==> src/rtl/simd_fetch_pkg.sv <==
// Shared types and constants for the bilinear SIMD operand fetch block.
package simd_fetch_pkg;

    localparam int PIX_W      = 8;
    localparam int INT_W      = 8;
    localparam int FRAC_W_DEF = 8;
    localparam int DIM_W      = 9;
    localparam int CORNERS    = 4;

    typedef enum logic [1:0] {IDLE, ISSUE, DRAIN, LOAD} state_t;
    typedef enum logic [1:0] {C00, C10, C01, C11} corner_t;

    typedef logic [PIX_W-1:0] pix_t;
    typedef logic [INT_W-1:0] coord_int_t;
    typedef pix_t [CORNERS-1:0] quad_t;

    function automatic int coord_w(input int frac_w);
        return INT_W + frac_w;
    endfunction

endpackage

==> src/rtl/simd_addr_gen.sv <==
// Neighbour-pixel address generator: (x0, y0, corner) -> row-major byte address.
// Optional edge replication when SIMD_FETCH_CLAMP_EN is defined.
module simd_addr_gen
    import simd_fetch_pkg::*;
#(
    parameter int ADDR_W = 16
) (
    input  logic [INT_W-1:0]  x0_i,
    input  logic [INT_W-1:0]  y0_i,
    input  corner_t           corner_i,
    input  logic [DIM_W-1:0]  img_w_i,
    input  logic [DIM_W-1:0]  img_h_i,
    output logic [ADDR_W-1:0] addr_o
);

    localparam int FULL_W = (ADDR_W > 2*DIM_W+1) ? ADDR_W : 2*DIM_W+1;

    logic [DIM_W-1:0]  x_raw;
    logic [DIM_W-1:0]  y_raw;
    logic [DIM_W-1:0]  x_sel;
    logic [DIM_W-1:0]  y_sel;
    logic [FULL_W-1:0] full;

    // x0+1 / y0+1 can reach 256, hence the extra bit before clamping
    assign x_raw = {1'b0, x0_i} + DIM_W'((corner_i == C10) || (corner_i == C11));
    assign y_raw = {1'b0, y0_i} + DIM_W'((corner_i == C01) || (corner_i == C11));

`ifdef SIMD_FETCH_CLAMP_EN
    assign x_sel = (x_raw >= img_w_i) ? img_w_i - 1'b1 : x_raw;
    assign y_sel = (y_raw >= img_h_i) ? img_h_i - 1'b1 : y_raw;
`else
    logic unused_img_h;
    assign unused_img_h = ^img_h_i;
    assign x_sel = x_raw;
    assign y_sel = y_raw;
`endif

    assign full   = FULL_W'(y_sel) * FULL_W'(img_w_i) + FULL_W'(x_sel);
    assign addr_o = full[ADDR_W-1:0];

endmodule

==> src/rtl/simd_operand_fetch.sv <==
// Bilinear operand fetch: reads 4 neighbours per lane, lane-major, then strobes a full operand vector.
// Build option SIMD_FETCH_CLAMP_EN enables edge-replicating coordinate clamping in simd_addr_gen.
module simd_operand_fetch
    import simd_fetch_pkg::*;
#(
    parameter int N      = 4,
    parameter int ADDR_W = 16,
    parameter int FRAC_W = FRAC_W_DEF
) (
    input  logic                            clk,
    input  logic                            rst,
    input  logic [DIM_W-1:0]                img_w,
    input  logic [DIM_W-1:0]                img_h,
    input  logic                            req_valid,
    output logic                            req_ready,
    input  logic [N-1:0][INT_W+FRAC_W-1:0]  req_x,
    input  logic [N-1:0][INT_W+FRAC_W-1:0]  req_y,
    output logic                            mem_rd,
    output logic [ADDR_W-1:0]               mem_addr,
    input  logic [PIX_W-1:0]                mem_data,
    input  logic                            simd_ready,
    output logic                            load,
    output logic [N-1:0][PIX_W-1:0]         I00_out,
    output logic [N-1:0][PIX_W-1:0]         I10_out,
    output logic [N-1:0][PIX_W-1:0]         I01_out,
    output logic [N-1:0][PIX_W-1:0]         I11_out,
    output logic [N-1:0][FRAC_W-1:0]        alpha_out,
    output logic [N-1:0][FRAC_W-1:0]        beta_out,
    output logic                            busy
);

    localparam int NREQ   = CORNERS * N;
    localparam int LANE_W = (N > 1) ? $clog2(N) : 1;
    localparam int IDX_W  = LANE_W + 2;
    localparam int CW     = coord_w(FRAC_W);

    state_t            state_q;
    state_t            state_d;
    logic [IDX_W-1:0]  idx_q;
    logic [IDX_W-1:0]  idx_d;
    logic [IDX_W-1:0]  ridx_q;
    logic              rd_q;
    logic              last_issue;
    logic              accept;
    logic [LANE_W-1:0] lane_sel;
    logic [ADDR_W-1:0] gen_addr;

    logic [INT_W-1:0]  x0_q    [N];
    logic [INT_W-1:0]  y0_q    [N];
    logic [FRAC_W-1:0] alpha_q [N];
    logic [FRAC_W-1:0] beta_q  [N];
    logic [PIX_W-1:0]  pix_q   [N][CORNERS];

    assign last_issue = (idx_q == IDX_W'(NREQ-1));
    assign accept     = (state_q == IDLE) && req_valid;
    assign lane_sel   = idx_q[IDX_W-1:2];

    always_ff @(posedge clk) begin
        if (rst) begin
            state_q <= IDLE;
        end else begin
            state_q <= state_d;
        end
    end

    always_comb begin
        state_d = state_q;
        unique case (state_q)
            IDLE:    if (req_valid)  state_d = ISSUE;
            ISSUE:   if (last_issue) state_d = DRAIN;
            DRAIN:                   state_d = LOAD;
            LOAD:    if (simd_ready) state_d = IDLE;
            default:                 state_d = IDLE;
        endcase
    end

    always_comb begin
        req_ready = 1'b0;
        mem_rd    = 1'b0;
        load      = 1'b0;
        busy      = 1'b1;
        unique case (state_q)
            IDLE: begin
                req_ready = 1'b1;
                busy      = 1'b0;
            end
            ISSUE:   mem_rd = 1'b1;
            LOAD:    load   = simd_ready;
            default: ;
        endcase
    end

    always_comb begin
        idx_d = idx_q;
        if (state_q == ISSUE) begin
            idx_d = last_issue ? '0 : idx_q + 1'b1;
        end
    end

    // rd_q/ridx_q follow the 1-cycle memory latency so data lands in the right register
    always_ff @(posedge clk) begin
        if (rst) begin
            idx_q  <= '0;
            rd_q   <= 1'b0;
            ridx_q <= '0;
        end else begin
            idx_q  <= idx_d;
            rd_q   <= mem_rd;
            ridx_q <= idx_q;
        end
    end

    simd_addr_gen #(
        .ADDR_W   (ADDR_W)
    ) u_addr_gen (
        .x0_i     (x0_q[lane_sel]),
        .y0_i     (y0_q[lane_sel]),
        .corner_i (corner_t'(idx_q[1:0])),
        .img_w_i  (img_w),
        .img_h_i  (img_h),
        .addr_o   (gen_addr)
    );

    assign mem_addr = mem_rd ? gen_addr : '0;

    genvar gi, gc;
    generate
        for (gi = 0; gi < N; gi++) begin : g_lane
            always_ff @(posedge clk) begin
                if (rst) begin
                    x0_q[gi]    <= '0;
                    y0_q[gi]    <= '0;
                    alpha_q[gi] <= '0;
                    beta_q[gi]  <= '0;
                end else if (accept) begin
                    x0_q[gi]    <= req_x[gi][CW-1:FRAC_W];
                    y0_q[gi]    <= req_y[gi][CW-1:FRAC_W];
                    alpha_q[gi] <= req_x[gi][FRAC_W-1:0];
                    beta_q[gi]  <= req_y[gi][FRAC_W-1:0];
                end
            end

            for (gc = 0; gc < CORNERS; gc++) begin : g_corner
                always_ff @(posedge clk) begin
                    if (rst) begin
                        pix_q[gi][gc] <= '0;
                    end else if (rd_q && (ridx_q == IDX_W'(gi*CORNERS + gc))) begin
                        pix_q[gi][gc] <= mem_data;
                    end
                end
            end

            assign I00_out[gi]   = pix_q[gi][C00];
            assign I10_out[gi]   = pix_q[gi][C10];
            assign I01_out[gi]   = pix_q[gi][C01];
            assign I11_out[gi]   = pix_q[gi][C11];
            assign alpha_out[gi] = alpha_q[gi];
            assign beta_out[gi]  = beta_q[gi];
        end
    endgenerate

endmodule

==> config.mk <==
export PLATFORM = sky130hd
export DESIGN_NAME = simd_operand_fetch
export DESIGN_NICKNAME = d
export VERILOG_FILES = /design/src/rtl/simd_fetch_pkg.sv /design/src/rtl/simd_addr_gen.sv /design/src/rtl/simd_operand_fetch.sv
export SDC_FILE = /design/constraint.sdc
export NUM_CORES = 1
export LEC_CHECK = 0
export BUFFER_PORTS_ARGS = -buffer_cell sky130_fd_sc_hd__buf_2
export CELL_PAD_IN_SITES_DETAIL_PLACEMENT = 1
export CELL_PAD_IN_SITES_GLOBAL_PLACEMENT = 1
export CORE_ASPECT_RATIO = 0.6
export CORE_MARGIN = 2
export CORE_UTILIZATION = 40
export CTS_CLUSTER_SIZE = 25
export DETAILED_ROUTE_END_ITERATION = 10
export GPL_TIMING_DRIVEN = 0
export PLACE_DENSITY = 0.78
export SKIP_LAST_GASP = 1
export SYNTH_ARGS = -nofsm -noshare
export SYNTH_HDL_FRONTEND = slang
export SYNTH_HIERARCHICAL = 1
export SYNTH_SLANG_ARGS = --single-unit
==> constraint.sdc <==
create_clock -name clk -period 19.9 [get_ports clk]
set_clock_uncertainty 0.15 [all_clocks]
set_input_delay 1.99 -clock clk [delete_from_list [all_inputs] [get_ports clk]]
set_output_delay 1.99 -clock clk [all_outputs]
set_load 0.02 [all_outputs]
# Word level (Yosys, flattened, before mapping)

Memory sizes are Yosys's and may differ from the RTL's. A register that Yosys moved wholly into a read port is not among the register bits.
Cells that the tools add are included.

$add $sub $neg: 4
Multiply operators: 1
Equal/unequal tests: 25
Mux-type cells: 99
Bitwise operators: 32
Reductions and logical operators: 22

Operators with widths:

| cell                  | count |
|---|---|
| $mux W8               | 32 |
| $mux W1               | 57 |
| $eq A4 B4 Y1 const B  | 9 |
| $or A1 B1 Y1          | 32 |
| $add A8 B1 Y9         | 2 |
| $logic_and A1 B1 Y1   | 17 |
| $add A16 B9 Y16       | 1 |
| $eq A4 B3 Y1 const B  | 4 |
| $mul A9 B9 Y16        | 1 |
| $mux W16              | 1 |
| $mux W2               | 7 |
| $eq A2 B2 Y1 const B  | 4 |
| $eq A4 B2 Y1 const B  | 2 |
| $pmux W2 S4           | 1 |
| $ne A2 B2 Y1 const B  | 3 |
| $add A4 B1 Y4 const B | 1 |
| $eq A2 B1 Y1 const B  | 2 |
| $eq A4 B1 Y1 const B  | 1 |
| $logic_not A4 Y1      | 1 |
| $mux W4               | 1 |
| $reduce_and A3 Y1     | 1 |
| $logic_not A2 Y1      | 1 |
| $logic_or A1 B1 Y1    | 2 |

Bits in registers: 11
Memory bits (writable): 256
Bits of input ports: 158
Output and inout bits: 212
Memories kept: 5

Memory list:

| memory  | words | width | read ports | clocked after Yosys merged registers in | wr ports | RTL line                 | text |
|---|---|---|---|---|---|---|---|
| pix_q   | 4     | 32    | 4          | 0                                       | 4        | simd_operand_fetch.sv:52 | `logic [PIX_W-1:0] pix_q [N][CORNERS];` |
| alpha_q | 4     | 8     | 4          | 0                                       | 4        | simd_operand_fetch.sv:50 | `logic [FRAC_W-1:0] alpha_q [N];` |
| beta_q  | 4     | 8     | 4          | 0                                       | 4        | simd_operand_fetch.sv:51 | `logic [FRAC_W-1:0] beta_q [N];` |
| x0_q    | 4     | 8     | 1          | 1                                       | 4        | simd_operand_fetch.sv:48 | `logic [INT_W-1:0] x0_q [N];` |
| y0_q    | 4     | 8     | 1          | 1                                       | 4        | simd_operand_fetch.sv:49 | `logic [INT_W-1:0] y0_q [N];` |

# Longest topological paths before layout

Gate-level depths: netlist of run 1.

Depth in word-level cells: 6
Gate-level depth with buffers: 25

# Modules after synthesis

The synthesis of run 1 kept the hierarchy.

Modules (own cells, without submodules):

| module             | instances | cells each | area an instance (um^2) | sequential area each (um^2) |
|---|---|---|---|---|
| simd_operand_fetch | 1         | 677        | 10700.3                 | 7947.6 |
| simd_addr_gen      | 1         | 339        | 2960.3                  | 0.0 |

# Worst setup path after synthesis of run 1

OpenSTA, ideal clock, no wires.

Path type: input-to-output
Start: input img_w[2]
End: output mem_addr[14]
Arrival: 6.525 ns
Required time: 17.760 ns
Slack: 11.235 ns
Cell stages on the path: 19
Path buffers: 1
Cells stage by stage: clkbuf_1 > nand2_1 > fa_1 > inv_1 > fa_1 > inv_1 > fa_1 > inv_1 > fa_1 > inv_1 > fa_1 > inv_1 > ha_1 > a2111oi_0 > o21ai_0 > nand4_1 > a21oi_1 > a211o_1 > and2_1

Cells in the longest elaborated chain, start to end: 3

Ends and longest elaborated chain:

| element                | RTL line                  | text |
|---|---|---|
| start: declaration     | simd_operand_fetch.sv:12  | `input logic [DIM_W-1:0] img_w,` |
| $mul A9 B9 Y16         | simd_addr_gen.sv:38       | `assign full = FULL_W'(y_sel) * FULL_W'(img_w_i) + FULL_W'(x_sel);` |
| $add A16 B9 Y16        | simd_addr_gen.sv:38       |  |
| named net gen_addr[14] | simd_operand_fetch.sv:46  | `logic [ADDR_W-1:0] gen_addr;` |
| $mux W16               | simd_operand_fetch.sv:124 | `assign mem_addr = mem_rd ? gen_addr : '0;` |
| end: declaration       | simd_operand_fetch.sv:19  | `output logic [ADDR_W-1:0] mem_addr,` |

The timed path passes the listed nets, and every way through them passes these cells.

==> results of run 1 <==
per-layer routing:
metal | wire length, µm | vias to the layer above | global-route usage
met5 | 0 | - | 0
met4 | 787 | 0 | 0.0472
met3 | 2180 | 42 | 0.0535
met2 | 18300 | 216 | 0.356
met1 | 17700 | 4606 | 0.299
li1 | - | 4213 | -
cell usage after synthesis, types with 9 or more instances:
cell / n / area, µm²
sky130_fd_sc_hd__and2_1: 321 / 2010
sky130_fd_sc_hd__edfxtp_1: 256 / 7690
sky130_fd_sc_hd__inv_1: 73 / 274
sky130_fd_sc_hd__fa_1: 54 / 1080
sky130_fd_sc_hd__ha_1: 54 / 676
sky130_fd_sc_hd__nand2_1: 41 / 154
sky130_fd_sc_hd__clkbuf_1: 36 / 135
sky130_fd_sc_hd__nor2_1: 23 / 86.3
sky130_fd_sc_hd__mux4_2: 16 / 360
sky130_fd_sc_hd__xnor2_1: 16 / 140
sky130_fd_sc_hd__o21bai_1: 14 / 105
sky130_fd_sc_hd__dfxtp_1: 13 / 260
sky130_fd_sc_hd__a21oi_1: 12 / 60.1
sky130_fd_sc_hd__a21o_1: 9 / 67.6
registers in the layout, summed over array words and instances, names as in the netlist, named ones only:
name	cells
pix_q	128
alpha_q	32
beta_q	32
x0_q	32
y0_q	32
idx_q	4
ridx_q	4
state_q	2
rd_q	1
power groups by stage:
stage	clock network, mW	logic, mW	registers (mW)
detailed placement	0	0.930	0.757
finish	0.493	0.930	0.744
CTS	0.503	0.940	0.745
global route	0.523	1.04	0.753
global placement	0	0.910	0.760
floorplan	0	0.573	0.813
kinds of logic (layout without fill, tap and decap cells):
kind of cell | after synthesis | after routing | synth area share
compound gates | 58 | 58 | 0.0304
xor+xnor | 24 | 24 | 0.0154
fa+ha+maj | 108 | 108 | 0.129
buf+inv | 112 | 515 | 0.0310
flops | 269 | 269 | 0.582
mux | 18 | 18 | 0.0278
other cells | 0 | 2 | 0
simple gates | 427 | 427 | 0.185
cell type report:
class,count,area [µm²]
diodes,2,5.00
repair buffers,358,1810
clock buffers,34,702
multi-input cells,635,5300
clock inverters,11,124
fillers,3584,16700
well taps,459,574
flip-flops and latches,269,7950
inverters,73,274
plain buffers,39,150
path summary, 6_finish.rpt:
path,from,to,slack [ns],cells past startpoint
hold / removal,idx_q[2],ridx_q[2],0.37,1
setup reg to reg,state_q[0],y0_q[2][4],17.30,7
setup / recovery,flip-flop,mem_addr[14],9.13,26
hold reg to reg,idx_q[2],ridx_q[2],0.37,1
==> results.md, run 1 <==
- Ratio of cells with drive above 1 in the final layout: 0.298
- Violation count after the first detailed-route iteration: 442
- Total congestion overflow after global routing: 0
- Final Hold Slack: 0.374 ns
- Largest stage delay on the critical path: 0.75 ns
- Worst supply voltage drop on vdd: 83.0 µV
- Synthesized area per cell: 13.4 µm²
- Cell family with most CP delay: adder cells
- Count of flip-flops with a built-in enable after synthesis: 256
- Setup TNS: 0 ns
- Most common cell after layout, fill and taps aside: sky130_fd_sc_hd__buf_2
- Final worst slack: 9.13 ns
- Unrepaired setup endpoints after global routing: no
- Clk buf depth: 3
- Starting density of the core: 0.406
- Hold buffer count at CTS: 0
- Antenna violations before repair: 2
- Combinational fraction of design power: 0.429
- Power per cell area: 128 nW/µm²
- Vias in the first global route: 9,972
- Post-DRT Antenna Nets: 0
- IO Port Bufs: 357
- Leakage: 7.61 nW
- Sequential share of the synthesized area: 0.582
- Worst-case setup slack after placement: 9.76 ns
- Rel. slew slack: 0.337
- Number of buffers created by CTS: 27
- Post-CTS setup buffer count: 0
- Library cell contributing the largest single delay on the critical path: sky130_fd_sc_hd__xor2_1
- Total global routing track utilization: 0.219
- Final hold violation count: 0
- Max-capacitance violation count: 0
- Maximum number of pins on one net before global-route repair: 75
- Required time at the worst-slack endpoint: 17.76 ns
- Critical Path Sink Type: output port
- Final-report setup violation count: 0
- Routed vias/inst: 4.83
- Post-route clock period utilization: 0.541
- Via count: 9,077
- Transition time at the pin with the least slew margin: 0.987 ns
- First-pass iteration count of the detailed router: 5
- Total of warnings raised by yosys: 6
- Share of async-settable or async-resettable flops after synthesis: 0
- Overall die width: 243 µm
- Net load switching power: 819 µW
- Type of the tightest min-delay check: flip-flop to flip-flop
- H-tree lvl count: 1
- CP Max Fanout: 10
- Type of the worst setup path: flip-flop to output port
- Final weighted congestion in routability-driven placement: 0.803
- Cell Int Power: 1.35 mW
- Die boundary height: 147 µm
- Top FF cell, synth: sky130_fd_sc_hd__edfxtp_1
- Sink count of the clock tree: 269
- Core Rows: 52
- Commonest cells after routing, fill and taps aside: sky130_fd_sc_hd__buf_2, sky130_fd_sc_hd__and2_1, sky130_fd_sc_hd__edfxtp_1
- Clock slew seen by the registers of the worst setup and hold paths: 0.06 ns
- Max Fclk: 92.8 MHz
- Arrival time of the worst setup path: 8.63 ns
- Syn Std Cell Area: 13,700 µm²
- Area Overhead vs Synth: 23.6%
- Util after Layout: 0.502
- Number of synthesized register bits: 269
- Skew-Pair Late Insertion Delay: 0.55 ns
- Post-layout minimum cycle time: 10.77 ns
- Element type at the critical path start: flip-flop
- Number of slew-limit violations in the final report: 0
- Net count of the finished layout: 1,669
- Clock tree from TritonCTS: done
- Routed Wire Length: 39.0 mm
- Synthesized net count: 1,282
- Share of power burned in registers: 0.343
- Status: finished, final reports clean
- Floorplan core area: 33,600 µm²
- # IOs: 370
- Clock Root Buffer: sky130_fd_sc_hd__clkbuf_16
- Gate count of the mapped netlist: 1,016
- Die ar.: 35,700 µm²
- Detail-routed net length per standard cell: 20.7 µm
- Final cell count without fillers: 1,880
- Finished Cell Area: 16,900 µm²
- Instance area at placement: 16,100 µm²
- Sum of net half-perimeters after detailed placement: 30.4 mm
- Number of distinct library cell variants in the gate-level netlist after synthesis: 45
- Total power consumption of the routed design: 2.17 mW
- Fraction of power spent switching nets: 0.378
- Final routed DRC violation total: 0
- PostCTS Resize Cnt: 0
- WP buf/inv: 8
- # placed instances: 1,833
- First-pass GRT wire length: 59.4 mm
- Relative contribution of the clock network to total power: 0.227
No activity file was read; power rests on OpenSTA's default activity.
==> run 2, diff against run 1 <==
--- a/config.mk
+++ b/config.mk
@@ -10,11 +10,11 @@
 export CELL_PAD_IN_SITES_GLOBAL_PLACEMENT = 1
 export CORE_ASPECT_RATIO = 0.6
 export CORE_MARGIN = 2
-export CORE_UTILIZATION = 40
+export CORE_UTILIZATION = 38
 export CTS_CLUSTER_SIZE = 25
 export DETAILED_ROUTE_END_ITERATION = 10
 export GPL_TIMING_DRIVEN = 0
-export PLACE_DENSITY = 0.78
+export PLACE_DENSITY = 0.77
 export SKIP_LAST_GASP = 1
 export SYNTH_ARGS = -nofsm -noshare
 export SYNTH_HDL_FRONTEND = slang
==> constraint.sdc (replaced) <==
create_clock -name clk -period 9.8 [get_ports clk]
set_clock_uncertainty 0.15 [all_clocks]
set_input_delay 0.98 -clock clk [delete_from_list [all_inputs] [get_ports clk]]
set_output_delay 0.98 -clock clk [all_outputs]
set_load 0.02 [all_outputs]
==> results.md, run 2 (synthesis results as in run 1) <==
- IO Port Bufs: 357
- Clock slew seen by the registers of the worst setup and hold paths: 0.06 ns
- H-tree lvl count: 1
- Routed Wire Length: 39.6 mm
- Area of all sequential standard cells: 7950 µm²
- Finished Cell Area: 17,000 µm²
- Met1 usage: 0.283
- Type of the tightest min-delay check: flip-flop to flip-flop
- Total power consumption of the routed design: 4.41 mW
- Die boundary height: 151 µm
- Starting density of the core: 0.388
- Via count: 9,197
- CP Max Fanout: 10
- Number of flip-flops in the largest register: 128
- First-pass GRT wire length: 59.6 mm
- Worst supply voltage drop on vdd: 156 µV
- Post-CTS setup buffer count: 0
- Power per cell area: 260 nW/µm²
- Core Rows: 53
- Type of the worst setup path: flip-flop to output port
- Final Hold Slack: 0.362 ns
- Multi-input gate area: 5320 µm²
- Skew-Pair Late Insertion Delay: 0.57 ns
- Worst path depth: 26
- Unrepaired setup endpoints after global routing: no
- Post-route clock period utilization: 0.938
- Element type at the critical path start: flip-flop
- Die ar.: 37,500 µm²
- Worst-case setup slack after placement: 0.650 ns
- Final hold violation count: 0
- Final worst slack: 0.610 ns
- Maximum number of pins on one net before global-route repair: 74
- Leakage: 7.63 nW
- Hold buffer count at CTS: 0
- Clk buf depth: 3
- Rel. slew slack: 0.318
- First-pass iteration count of the detailed router: 5
- Clock tree from TritonCTS: done
- Library cell contributing the largest single delay on the critical path: sky130_fd_sc_hd__mux4_2
- Instance area at placement: 16,100 µm²
- Met2 layer usage reported by global route: 0.338
- Critical Path Sink Type: output port
- # IOs: 370
- Most common cell after layout, fill and taps aside: sky130_fd_sc_hd__buf_2
- Commonest cells after routing, fill and taps aside: sky130_fd_sc_hd__buf_2, sky130_fd_sc_hd__and2_1, sky130_fd_sc_hd__edfxtp_1
- Net count of the finished layout: 1,670
- Violation count after the first detailed-route iteration: 475
- Arrival time of the worst setup path: 8.06 ns
- Total global routing track utilization: 0.210
- Area Overhead vs Synth: 24.1%
- Filler cell count in the final layout: 3,779
- Ratio of cells with drive above 1 in the final layout: 0.299
- # placed instances: 1,841
- WHS Path Cells: 1
- Post-DRT Antenna Nets: 0
- Final cell count without fillers: 1,894
- Met3 routing resource usage after global routing: 0.0528
- R2R cell count: 7
- Final-report setup violation count: 0
- Final routed DRC violation total: 0
- Number of slew-limit violations in the final report: 0
- Routed vias/inst: 4.86
- Grt peak-use layer: met2
- Post-layout minimum cycle time: 9.19 ns
- Required time at the worst-slack endpoint: 8.67 ns
- Floorplan core area: 35,200 µm²
- Number of buffers created by CTS: 28
- Max-capacitance violation count: 0
- Sum of net half-perimeters after detailed placement: 30.5 mm
- Total congestion overflow after global routing: 0
- Final weighted congestion in routability-driven placement: 0.817
- Largest stage delay on the critical path: 0.65 ns
- Clock Root Buffer: sky130_fd_sc_hd__clkbuf_16
- PostCTS Resize Cnt: 0
- Overall die width: 249 µm
- Detail-routed net length per standard cell: 20.9 µm
- Cell family with most CP delay: adder cells
- WP buf/inv: 8
- Vias in the first global route: 10.1k
- Status: finished, final reports clean
- Max Fclk: 109 MHz
- Antenna violations before repair: 3
- Transition time at the pin with the least slew margin: 1.02 ns
- Setup TNS: 0 ns
- Util after Layout: 0.481
- Register with the most flip-flops: pix_q
- Sink count of the clock tree: 269
run 2: layout make-up:
class	count	share of cell area
Multi-Input combinational cell	635	0.314
Inverter	73	0.0162
Sequential cell	269	0.469
Buffer	39	0.00893
Clock inverter	4	0.00303
Clock buffer	48	0.0476
Tap cell	467	0.0345
Antenna cell	1	0.000148
Timing Repair Buffer	358	0.107
run 2: path summary, 6_finish.rpt:
check,to,slack [ns],startpoint
min reg2reg,ridx_q[3],0.36,idx_q[3]
min,ridx_q[3],0.36,idx_q[3]
max,mem_addr[14],0.61,flip-flop
max reg2reg,y0_q[2][2],7.23,state_q[0]
run 2: worst register-to-register path, stage by stage (launching register included):
cell and delay, ns:
sky130_fd_sc_hd__dfxtp_1 0.33, sky130_fd_sc_hd__inv_1 0.11, sky130_fd_sc_hd__ha_1 0.29, sky130_fd_sc_hd__inv_1 0.09, sky130_fd_sc_hd__nor3_1 0.35, sky130_fd_sc_hd__clkbuf_1 0.44, sky130_fd_sc_hd__clkbuf_1 0.47, sky130_fd_sc_hd__and2_1 0.22
run 2: power breakdown:
| part | leakage (nW) | internal [mW] | switching [mW] |
|---|---|---|---|
| clock | 0.402 | 0.562 | 0.455 |
| sequential | 2.81 | 1.46 | 0.0518 |
| combinational | 4.42 | 0.727 | 1.16 |
run 2: layer usage:
metal,up-vias,part of all wire,wire length [µm]
met4,2,0.025,983
met1,4670,0.44,17400
met2,251,0.47,18600
met3,54,0.064,2520
li1,4220,-,-
met5,-,0.00038,15
